==> src/rtl/mc_alu_pkg.sv <==
// Shared definitions for the multi-cycle ALU: op encoding and handshake FSM states.
// Op 111 (divide) only exists when MC_ALU_DIV_EN is defined.
package mc_alu_pkg;

    localparam logic [2:0] OP_ADD = 3'd0;
    localparam logic [2:0] OP_SUB = 3'd1;
    localparam logic [2:0] OP_AND = 3'd2;
    localparam logic [2:0] OP_XOR = 3'd3;
    localparam logic [2:0] OP_OR  = 3'd4;
    localparam logic [2:0] OP_SLT = 3'd5;
    localparam logic [2:0] OP_MUL = 3'd6;
    localparam logic [2:0] OP_DIV = 3'd7;

    typedef enum logic [1:0] {
        ST_IDLE = 2'd0,
        ST_BUSY = 2'd1,
        ST_DONE = 2'd2
    } state_e;

    // Ops that need the iterative datapath rather than a single-cycle result.
    function automatic logic is_iter_op(input logic [2:0] op);
        return (op == OP_MUL) || (op == OP_DIV);
    endfunction

endpackage

==> src/rtl/mc_alu_if.sv <==
// Operand/result handshake bundle between the register-read stage, mc_alu and writeback.
interface mc_alu_if #(parameter int WIDTH = 32);

    logic             in_valid;
    logic             in_ready;
    logic [WIDTH-1:0] A;
    logic [WIDTH-1:0] B;
    logic [2:0]       ALUControl;
    logic             out_valid;
    logic             out_ready;
    logic [WIDTH-1:0] result;
    logic             zero;
    logic             cout;
    logic             overflow;
    logic             illegal;

    modport master (
        output in_valid, A, B, ALUControl, out_ready,
        input  in_ready, out_valid, result, zero, cout, overflow, illegal
    );

    modport slave (
        input  in_valid, A, B, ALUControl, out_ready,
        output in_ready, out_valid, result, zero, cout, overflow, illegal
    );

endinterface

==> src/rtl/mc_alu_iter.sv <==
// Iterative datapath: shift-add multiply and, with MC_ALU_DIV_EN, restoring divide.
// One step per cycle for WIDTH cycles; o_done marks the final step and o_result is its outcome.
module mc_alu_iter #(
    parameter int WIDTH = 32,
    parameter int CNT_W = $clog2(WIDTH) + 1
) (
    input  logic             clk,
    input  logic             rst_n,
    input  logic             i_start,
`ifdef MC_ALU_DIV_EN
    input  logic             i_div,
`endif
    input  logic [WIDTH-1:0] i_a,
    input  logic [WIDTH-1:0] i_b,
    output logic             o_done,
    output logic [WIDTH-1:0] o_result
);

    logic             r_active;
    logic [CNT_W-1:0] r_cnt;
    logic [WIDTH-1:0] r_mcand;
    logic [WIDTH-1:0] r_mplier;
    logic [WIDTH-1:0] r_acc;
    logic [WIDTH-1:0] w_mcand_nx;
    logic [WIDTH-1:0] w_mplier_nx;
    logic [WIDTH-1:0] w_acc_nx;
`ifdef MC_ALU_DIV_EN
    // For divide: r_mcand holds the divisor, r_mplier the dividend/quotient, r_acc the remainder.
    logic             r_div;
    logic [WIDTH:0]   w_rem_sh;
    logic [WIDTH:0]   w_rem_sub;
`endif

    // Next-step values of the working registers.
    always_comb begin
        w_mcand_nx  = r_mcand << 1;
        w_mplier_nx = r_mplier >> 1;
        if (r_mplier[0]) begin
            w_acc_nx = r_acc + r_mcand;
        end else begin
            w_acc_nx = r_acc;
        end
`ifdef MC_ALU_DIV_EN
        w_rem_sh  = {r_acc, r_mplier[WIDTH-1]};
        w_rem_sub = w_rem_sh - {1'b0, r_mcand};
        if (r_div) begin
            w_mcand_nx = r_mcand;
            if (!w_rem_sub[WIDTH]) begin
                w_acc_nx    = w_rem_sub[WIDTH-1:0];
                w_mplier_nx = {r_mplier[WIDTH-2:0], 1'b1};
            end else begin
                w_acc_nx    = w_rem_sh[WIDTH-1:0];
                w_mplier_nx = {r_mplier[WIDTH-2:0], 1'b0};
            end
        end else begin
            w_mcand_nx = r_mcand << 1;
        end
`endif
    end

    // Working registers and iteration counter.
    always_ff @(posedge clk or negedge rst_n) begin
        if (!rst_n) begin
            r_active <= 1'b0;
            r_cnt    <= {CNT_W{1'b0}};
            r_mcand  <= {WIDTH{1'b0}};
            r_mplier <= {WIDTH{1'b0}};
            r_acc    <= {WIDTH{1'b0}};
`ifdef MC_ALU_DIV_EN
            r_div    <= 1'b0;
`endif
        end else if (i_start) begin
            r_active <= 1'b1;
            r_cnt    <= CNT_W'(WIDTH);
            r_acc    <= {WIDTH{1'b0}};
`ifdef MC_ALU_DIV_EN
            r_div    <= i_div;
            r_mcand  <= i_div ? i_b : i_a;
            r_mplier <= i_div ? i_a : i_b;
`else
            r_mcand  <= i_a;
            r_mplier <= i_b;
`endif
        end else if (r_active) begin
            r_mcand  <= w_mcand_nx;
            r_mplier <= w_mplier_nx;
            r_acc    <= w_acc_nx;
            r_cnt    <= r_cnt - CNT_W'(1);
            if (r_cnt == CNT_W'(1)) begin
                r_active <= 1'b0;
            end
        end
    end

    assign o_done = r_active && (r_cnt == CNT_W'(1));
`ifdef MC_ALU_DIV_EN
    assign o_result = r_div ? w_mplier_nx : w_acc_nx;
`else
    assign o_result = w_acc_nx;
`endif

endmodule

==> src/rtl/mc_alu.sv <==
// Multi-cycle 32-bit-class ALU with valid/ready handshake; single-cycle ops plus iterative multiply.
// Define MC_ALU_DIV_EN to add unsigned restoring divide on op 111 (otherwise flagged illegal).
module mc_alu
    import mc_alu_pkg::*;
#(
    parameter int WIDTH = 32,
    parameter int CNT_W = $clog2(WIDTH) + 1
) (
    input logic     clk,
    input logic     rst_n,
    mc_alu_if.slave bus
);

    state_e           r_state;
    state_e           w_state_nx;
    logic [WIDTH-1:0] r_result;
    logic             r_zero;
    logic             r_cout;
    logic             r_overflow;
    logic             r_illegal;

    logic             w_accept;
    logic             w_use_sub;
    logic [WIDTH-1:0] w_b_eff;
    logic [WIDTH:0]   w_sum_ext;
    logic             w_add_ovf;
    logic [WIDTH-1:0] w_sc_result;
    logic             w_sc_cout;
    logic             w_sc_ovf;
    logic             w_sc_illegal;
    logic             w_iter_op;
    logic             w_iter_done;
    logic [WIDTH-1:0] w_iter_result;

    assign w_accept  = bus.in_valid && (r_state == ST_IDLE);
    assign w_use_sub = (bus.ALUControl == OP_SUB) || (bus.ALUControl == OP_SLT);
    assign w_b_eff   = w_use_sub ? ~bus.B : bus.B;
    assign w_sum_ext = {1'b0, bus.A} + {1'b0, w_b_eff} + {{WIDTH{1'b0}}, w_use_sub};
    assign w_add_ovf = (bus.A[WIDTH-1] == w_b_eff[WIDTH-1]) && (w_sum_ext[WIDTH-1] != bus.A[WIDTH-1]);

    // Single-cycle op decode; iterative ops only raise w_iter_op.
    always_comb begin
        w_sc_result  = {WIDTH{1'b0}};
        w_sc_cout    = 1'b0;
        w_sc_ovf     = 1'b0;
        w_sc_illegal = 1'b0;
        w_iter_op    = 1'b0;
        case (bus.ALUControl)
            OP_ADD, OP_SUB: begin
                w_sc_result = w_sum_ext[WIDTH-1:0];
                w_sc_cout   = w_sum_ext[WIDTH];
                w_sc_ovf    = w_add_ovf;
            end
            OP_AND:  w_sc_result = bus.A & bus.B;
            OP_XOR:  w_sc_result = bus.A ^ bus.B;
            OP_OR:   w_sc_result = bus.A | bus.B;
            // Sign of the difference corrected by overflow gives the true signed compare.
            OP_SLT:  w_sc_result = {{(WIDTH-1){1'b0}}, w_sum_ext[WIDTH-1] ^ w_add_ovf};
            OP_MUL:  w_iter_op = is_iter_op(bus.ALUControl);
            OP_DIV: begin
`ifdef MC_ALU_DIV_EN
                if (bus.B == {WIDTH{1'b0}}) begin
                    w_sc_result  = {WIDTH{1'b1}};
                    w_sc_illegal = 1'b1;
                end else begin
                    w_iter_op = is_iter_op(bus.ALUControl);
                end
`else
                w_sc_illegal = 1'b1;
`endif
            end
            default: w_sc_illegal = 1'b1;
        endcase
    end

    mc_alu_iter #(
        .WIDTH (WIDTH),
        .CNT_W (CNT_W)
    ) u_iter (
        .clk      (clk),
        .rst_n    (rst_n),
        .i_start  (w_accept && w_iter_op),
`ifdef MC_ALU_DIV_EN
        .i_div    (bus.ALUControl == OP_DIV),
`endif
        .i_a      (bus.A),
        .i_b      (bus.B),
        .o_done   (w_iter_done),
        .o_result (w_iter_result)
    );

    // Handshake FSM next state.
    always_comb begin
        w_state_nx = r_state;
        case (r_state)
            ST_IDLE: begin
                if (w_accept) begin
                    w_state_nx = w_iter_op ? ST_BUSY : ST_DONE;
                end else begin
                    w_state_nx = ST_IDLE;
                end
            end
            ST_BUSY: begin
                if (w_iter_done) begin
                    w_state_nx = ST_DONE;
                end else begin
                    w_state_nx = ST_BUSY;
                end
            end
            ST_DONE: begin
                if (bus.out_ready) begin
                    w_state_nx = ST_IDLE;
                end else begin
                    w_state_nx = ST_DONE;
                end
            end
            default: w_state_nx = ST_IDLE;
        endcase
    end

    // FSM state register.
    always_ff @(posedge clk or negedge rst_n) begin
        if (!rst_n) begin
            r_state <= ST_IDLE;
        end else begin
            r_state <= w_state_nx;
        end
    end

    // Result and flag registers; held unchanged through BUSY and DONE until a new load.
    always_ff @(posedge clk or negedge rst_n) begin
        if (!rst_n) begin
            r_result   <= {WIDTH{1'b0}};
            r_zero     <= 1'b0;
            r_cout     <= 1'b0;
            r_overflow <= 1'b0;
            r_illegal  <= 1'b0;
        end else if (w_accept && !w_iter_op) begin
            r_result   <= w_sc_result;
            r_zero     <= (w_sc_result == {WIDTH{1'b0}});
            r_cout     <= w_sc_cout;
            r_overflow <= w_sc_ovf;
            r_illegal  <= w_sc_illegal;
        end else if ((r_state == ST_BUSY) && w_iter_done) begin
            r_result   <= w_iter_result;
            r_zero     <= (w_iter_result == {WIDTH{1'b0}});
            r_cout     <= 1'b0;
            r_overflow <= 1'b0;
            r_illegal  <= 1'b0;
        end
    end

    assign bus.in_ready  = (r_state == ST_IDLE);
    assign bus.out_valid = (r_state == ST_DONE);
    assign bus.result    = r_result;
    assign bus.zero      = r_zero;
    assign bus.cout      = r_cout;
    assign bus.overflow  = r_overflow;
    assign bus.illegal   = r_illegal;

endmodule

==> src/flat_wrapper.sv <==
// flat-port wrapper written by rule: the top's interface ports become plain ports
module mc_alu_flat import mc_alu_pkg::*;
#(
    parameter int WIDTH = 32,
    parameter int CNT_W = $clog2(WIDTH) + 1
)
  (clk, rst_n, bus_in_valid, bus_A, bus_B, bus_ALUControl, bus_out_ready, bus_in_ready, bus_out_valid, bus_result, bus_zero, bus_cout, bus_overflow, bus_illegal);
  mc_alu_if #(.WIDTH(WIDTH)) bus_i ();
  input logic clk;
  input logic rst_n;
  input wire logic [$bits(bus_i.in_valid)-1:0] bus_in_valid;
  input wire logic [$bits(bus_i.A)-1:0] bus_A;
  input wire logic [$bits(bus_i.B)-1:0] bus_B;
  input wire logic [$bits(bus_i.ALUControl)-1:0] bus_ALUControl;
  input wire logic [$bits(bus_i.out_ready)-1:0] bus_out_ready;
  output wire logic [$bits(bus_i.in_ready)-1:0] bus_in_ready;
  output wire logic [$bits(bus_i.out_valid)-1:0] bus_out_valid;
  output wire logic [$bits(bus_i.result)-1:0] bus_result;
  output wire logic [$bits(bus_i.zero)-1:0] bus_zero;
  output wire logic [$bits(bus_i.cout)-1:0] bus_cout;
  output wire logic [$bits(bus_i.overflow)-1:0] bus_overflow;
  output wire logic [$bits(bus_i.illegal)-1:0] bus_illegal;
  assign bus_i.in_valid = bus_in_valid;
  assign bus_i.A = bus_A;
  assign bus_i.B = bus_B;
  assign bus_i.ALUControl = bus_ALUControl;
  assign bus_i.out_ready = bus_out_ready;
  assign bus_in_ready = bus_i.in_ready;
  assign bus_out_valid = bus_i.out_valid;
  assign bus_result = bus_i.result;
  assign bus_zero = bus_i.zero;
  assign bus_cout = bus_i.cout;
  assign bus_overflow = bus_i.overflow;
  assign bus_illegal = bus_i.illegal;
  mc_alu #(.WIDTH(WIDTH), .CNT_W(CNT_W)) u_core (.clk(clk), .rst_n(rst_n), .bus(bus_i));
endmodule
==> config.mk <==
export PLATFORM = sky130hd
export DESIGN_NAME = mc_alu_flat
export DESIGN_NICKNAME = d
export VERILOG_FILES = /design/src/rtl/mc_alu_pkg.sv /design/src/rtl/mc_alu_if.sv /design/src/rtl/mc_alu_iter.sv /design/src/rtl/mc_alu.sv /design/src/flat_wrapper.sv
export SDC_FILE = /design/constraint.sdc
export NUM_CORES = 1
export LEC_CHECK = 0
export CAP_MARGIN = 10
export CORE_MARGIN = 2
export CORE_UTILIZATION = 39
export CTS_CLUSTER_SIZE = 20
export DETAILED_ROUTE_END_ITERATION = 8
export PLACE_DENSITY = 0.66
export SLEW_MARGIN = 20
export SYNTH_ARGS = -nofsm -noshare
export SYNTH_HDL_FRONTEND = slang
export SYNTH_HIERARCHICAL = 1
export SYNTH_SLANG_ARGS = --single-unit
==> constraint.sdc <==
create_clock -name clk -period 3.7 [get_ports clk]
set_input_delay 0.555 -clock clk [delete_from_list [all_inputs] [get_ports clk]]
set_output_delay 0.555 -clock clk [all_outputs]
set_load 0.005 [all_outputs]
==> flow_summary.ini <==
[setup_path]
critPathLaunchType = flop
r2r_slack_ns = -0.28
arrival_ns = 4.33
r2r-start = u_core/u_iter/r_mcand[1]
cp_max_fo = 3
rr_worst_depth = 16
worst_ep_required_time_ns = 4.05
startpoint = u_core/u_iter/r_mcand[1]
crit_type = flop to flop
endpoint_kind = flop

[sta]
rsz0062_at_grt = true
max-slew-margin-rel = 0.285
fin_skew_ns = 0.0122
maxSlewViolCount = 0
setup_slack_ns = -0.280
setup_viol_count_final = 1
tightestPinTransition_ns = 1.07
fmax_mhz = 251
post-route-period-util = 1.08
period_minus_slack_ns = 3.98
setup-tns-final_ns = -0.280
hold_violations = 0
whs_ns = 0.121

[outcome]
failed_checks = negative setup slack
status = finished with violations

[final_layout]
drive_gt1_frac = 0.250
postLayoutCoreUtil = 0.543
stdcell_count = 2361
insertedDiodeCount = 0
fin_area_sq_mm = 0.0175
fill_cells = 2979
area_delta_synth_final_pct = 38.3
nets = 2107

[synth]
synth_nets = 1732
synth_edf_count = 0
yosys.area.top_type = dfrtp_1
synth_cells = 1531
synthTopCellsByCount = 170 x nand2_1, 146 x nor2_1, 141 x dfrtp_1
yosysWarnings = 6
synth.yosys.seq_area_share = 0.278
syn_area_per_cell_sq_um = 8.28
ys_top_cells_by_area = dfrtp_1 28%, ha_1 13%, mux2i_1 6.3%, nand2_1 5.0%, o21ai_0 4.5%
synth_seq_cells = 141
ys_types = 77
yosys.area.top_type_share = 0.278
synthArstFlopShare = 1.00
synth.most_common_cell = nand2_1
netlist_area_sq_mm = 0.0127
synth_ff_type = dfrtp_1

[cts]
ctsHoldBuffers = 0
cts-root-buf = clkbuf_16
clkTransAtPathRegs_ns = 0.07
cts_tree = done
cts_inserted_buffers = 17
insertion_delay_ns = 0.44
cts_max_level = 4
clockBufferDepth = 2
cts.sinks = 141

[global_routing]
antenna_found_initial = 1
grt_overflow = 0
grt_start_max_net_pins = 77
first_global_vias = 12800
grt_pass1_wl_microns = 68200
track_usage = 0.257

[job]
cap_violations = 0

[pwr]
power_density_mw_per_mm2 = 690
p_leak_nw = 8.66
peakVddDrop_mv = 0.310
finalPower_mw = 12.1

[floorplanning]
rows = 66
io_pins = 109
coreArea_sq_mm = 0.0323
die_y_microns = 184
die-area_sq_mm = 0.0339
initial_core_util = 0.392
fp.dieW_microns = 184

[detailed_routing]
viasPerCell = 5.49
first_iter_violations = 969
ant_nets = 0
drcViolationCount = 0
drt_pre_antenna_iters = 5
vias = 13000
wire_per_inst_microns = 18.3
wirelength_microns = 43300

[placed_design]
io_buffers = 108
pre_cts_ws_ns = -0.958
dpl.hpwl_microns = 33700
place.gp.congestion = 0.937
placed_cell_area_sq_mm = 0.0166
dp.cells = 2321

[hold_path]
min_path_type = input port to asynchronous set/reset pin
layout make-up:
class,count,area (sq um),area share
timing repair buffer,448,3700,0.211
inverter,87,329,0.0188
tap,442,553,0.0316
multi-input combinational,1211,8810,0.503
sequential,141,3530,0.202
clock buffer,17,425,0.0243
clock inverter,15,170,0.00971
where the power goes:
part | internal (mW) | switching, mW
registers | 2.22 | 0.598
logic | 3.77 | 3.72
clock network | 0.962 | 0.813
placed cells by master (no fill, tap or decap), types with 5 or more instances in the layout:
| cell | n |
|---|---|
| nor4b_1 | 5 |
| mux2_2 | 27 |
| inv_6 | 5 |
| nand2b_1 | 6 |
| nand3_1 | 23 |
| a211oi_1 | 10 |
| mux2i_1 | 80 |
| a21oi_1 | 99 |
| clkdlybuf4s50_1 | 103 |
| dfrtp_1 | 140 |
| o21a_1 | 15 |
| a2bb2oi_1 | 7 |
| o21bai_1 | 7 |
| buf_12 | 5 |
| o221ai_1 | 5 |
| a31oi_1 | 13 |
| nor2b_1 | 8 |
| nor3_1 | 21 |
| or2_2 | 7 |
| o21ai_0 | 110 |
| nor4_1 | 10 |
| a21oi_2 | 10 |
| nor2_1 | 146 |
| nand4_1 | 15 |
| a221oi_2 | 6 |
| a211o_1 | 7 |
| a221oi_1 | 20 |
| clkbuf_16 | 17 |
| xor2_1 | 21 |
| or3_1 | 6 |
| o211ai_1 | 8 |
| o211a_1 | 6 |
| inv_1 | 85 |
| ha_1 | 123 |
| buf_4 | 335 |
| nand2_1 | 169 |
| a21o_1 | 43 |
| xnor2_1 | 62 |
| and3_1 | 16 |
sequential cells by signal, indices dropped and copies added (netlist names):
register                flops
u_core/bus.cout             1
u_core/bus.illegal          1
u_core/u_iter/r_active      1
u_core/bus.result          32
u_core/u_iter/r_cnt         6
u_core/r_state              2
u_core/u_iter/r_mcand      32
u_core/u_iter/r_acc        32
u_core/u_iter/r_mplier     32
u_core/bus.zero             1
u_core/bus.overflow         1
routing by layer:
| layer | up-vias | GRT usage | share of wire |
|---|---|---|---|
| met5 | - | 0 | 0 |
| met4 | 0 | 0.0909 | 0.029 |
| met3 | 85 | 0.0318 | 0.050 |
| met2 | 400 | 0.429 | 0.47 |
| met1 | 6255 | 0.344 | 0.45 |
| li1 | 6233 | - | - |
cells by family (layout without fill, tap and decap cells):
kind of cell | after synthesis | count (layout) | synth area share
AND/OR/NAND/NOR | 459 | 459 | 0.163
AO/OA/AOI/OAI | 429 | 429 | 0.228
buffers and inverters | 179 | 567 | 0.0538
flip-flops | 141 | 141 | 0.278
adder cells (fa/ha/maj) | 130 | 130 | 0.130
multiplexers | 109 | 109 | 0.0890
XOR/XNOR | 84 | 84 | 0.0581
worst paths after layout:
path / endpoint
setup / recovery: u_core/bus.zero
hold / removal: u_core/u_iter/r_acc[26]
setup reg to reg: u_core/bus.zero
hold reg to reg: u_core/bus.result[7]
max in group asynchronous: u_core/u_iter/r_mplier[7]
min in group clk: u_core/bus.result[7]
critical path, cell delays in order, from the launching register on:
cell and delay, ns:
dfrtp_1 0.42, ha_1 0.29, and3_4 0.18, o211ai_1 0.14, o211a_1 0.28, a2111o_1 0.50, a211oi_2 0.25, o311a_1 0.25
o21a_1 0.20, o31ai_4 0.09, nor4_2 0.28, buf_4 0.15, nand4_1 0.19, a2111oi_4 0.39, buf_4 0.18, a21oi_2 0.03
o31ai_2 0.05
timing repair:
action | in CTS | in global routing
endpoints found under the setup margin | 10 | 12
endpoints found under the hold margin | 0 | 0
cloned | 0 | 0
buffers inserted | 4 | 5
gates resized for setup | 32 | 21
pin swaps | 16 | 18
Power figures use the tool's default switching activity.
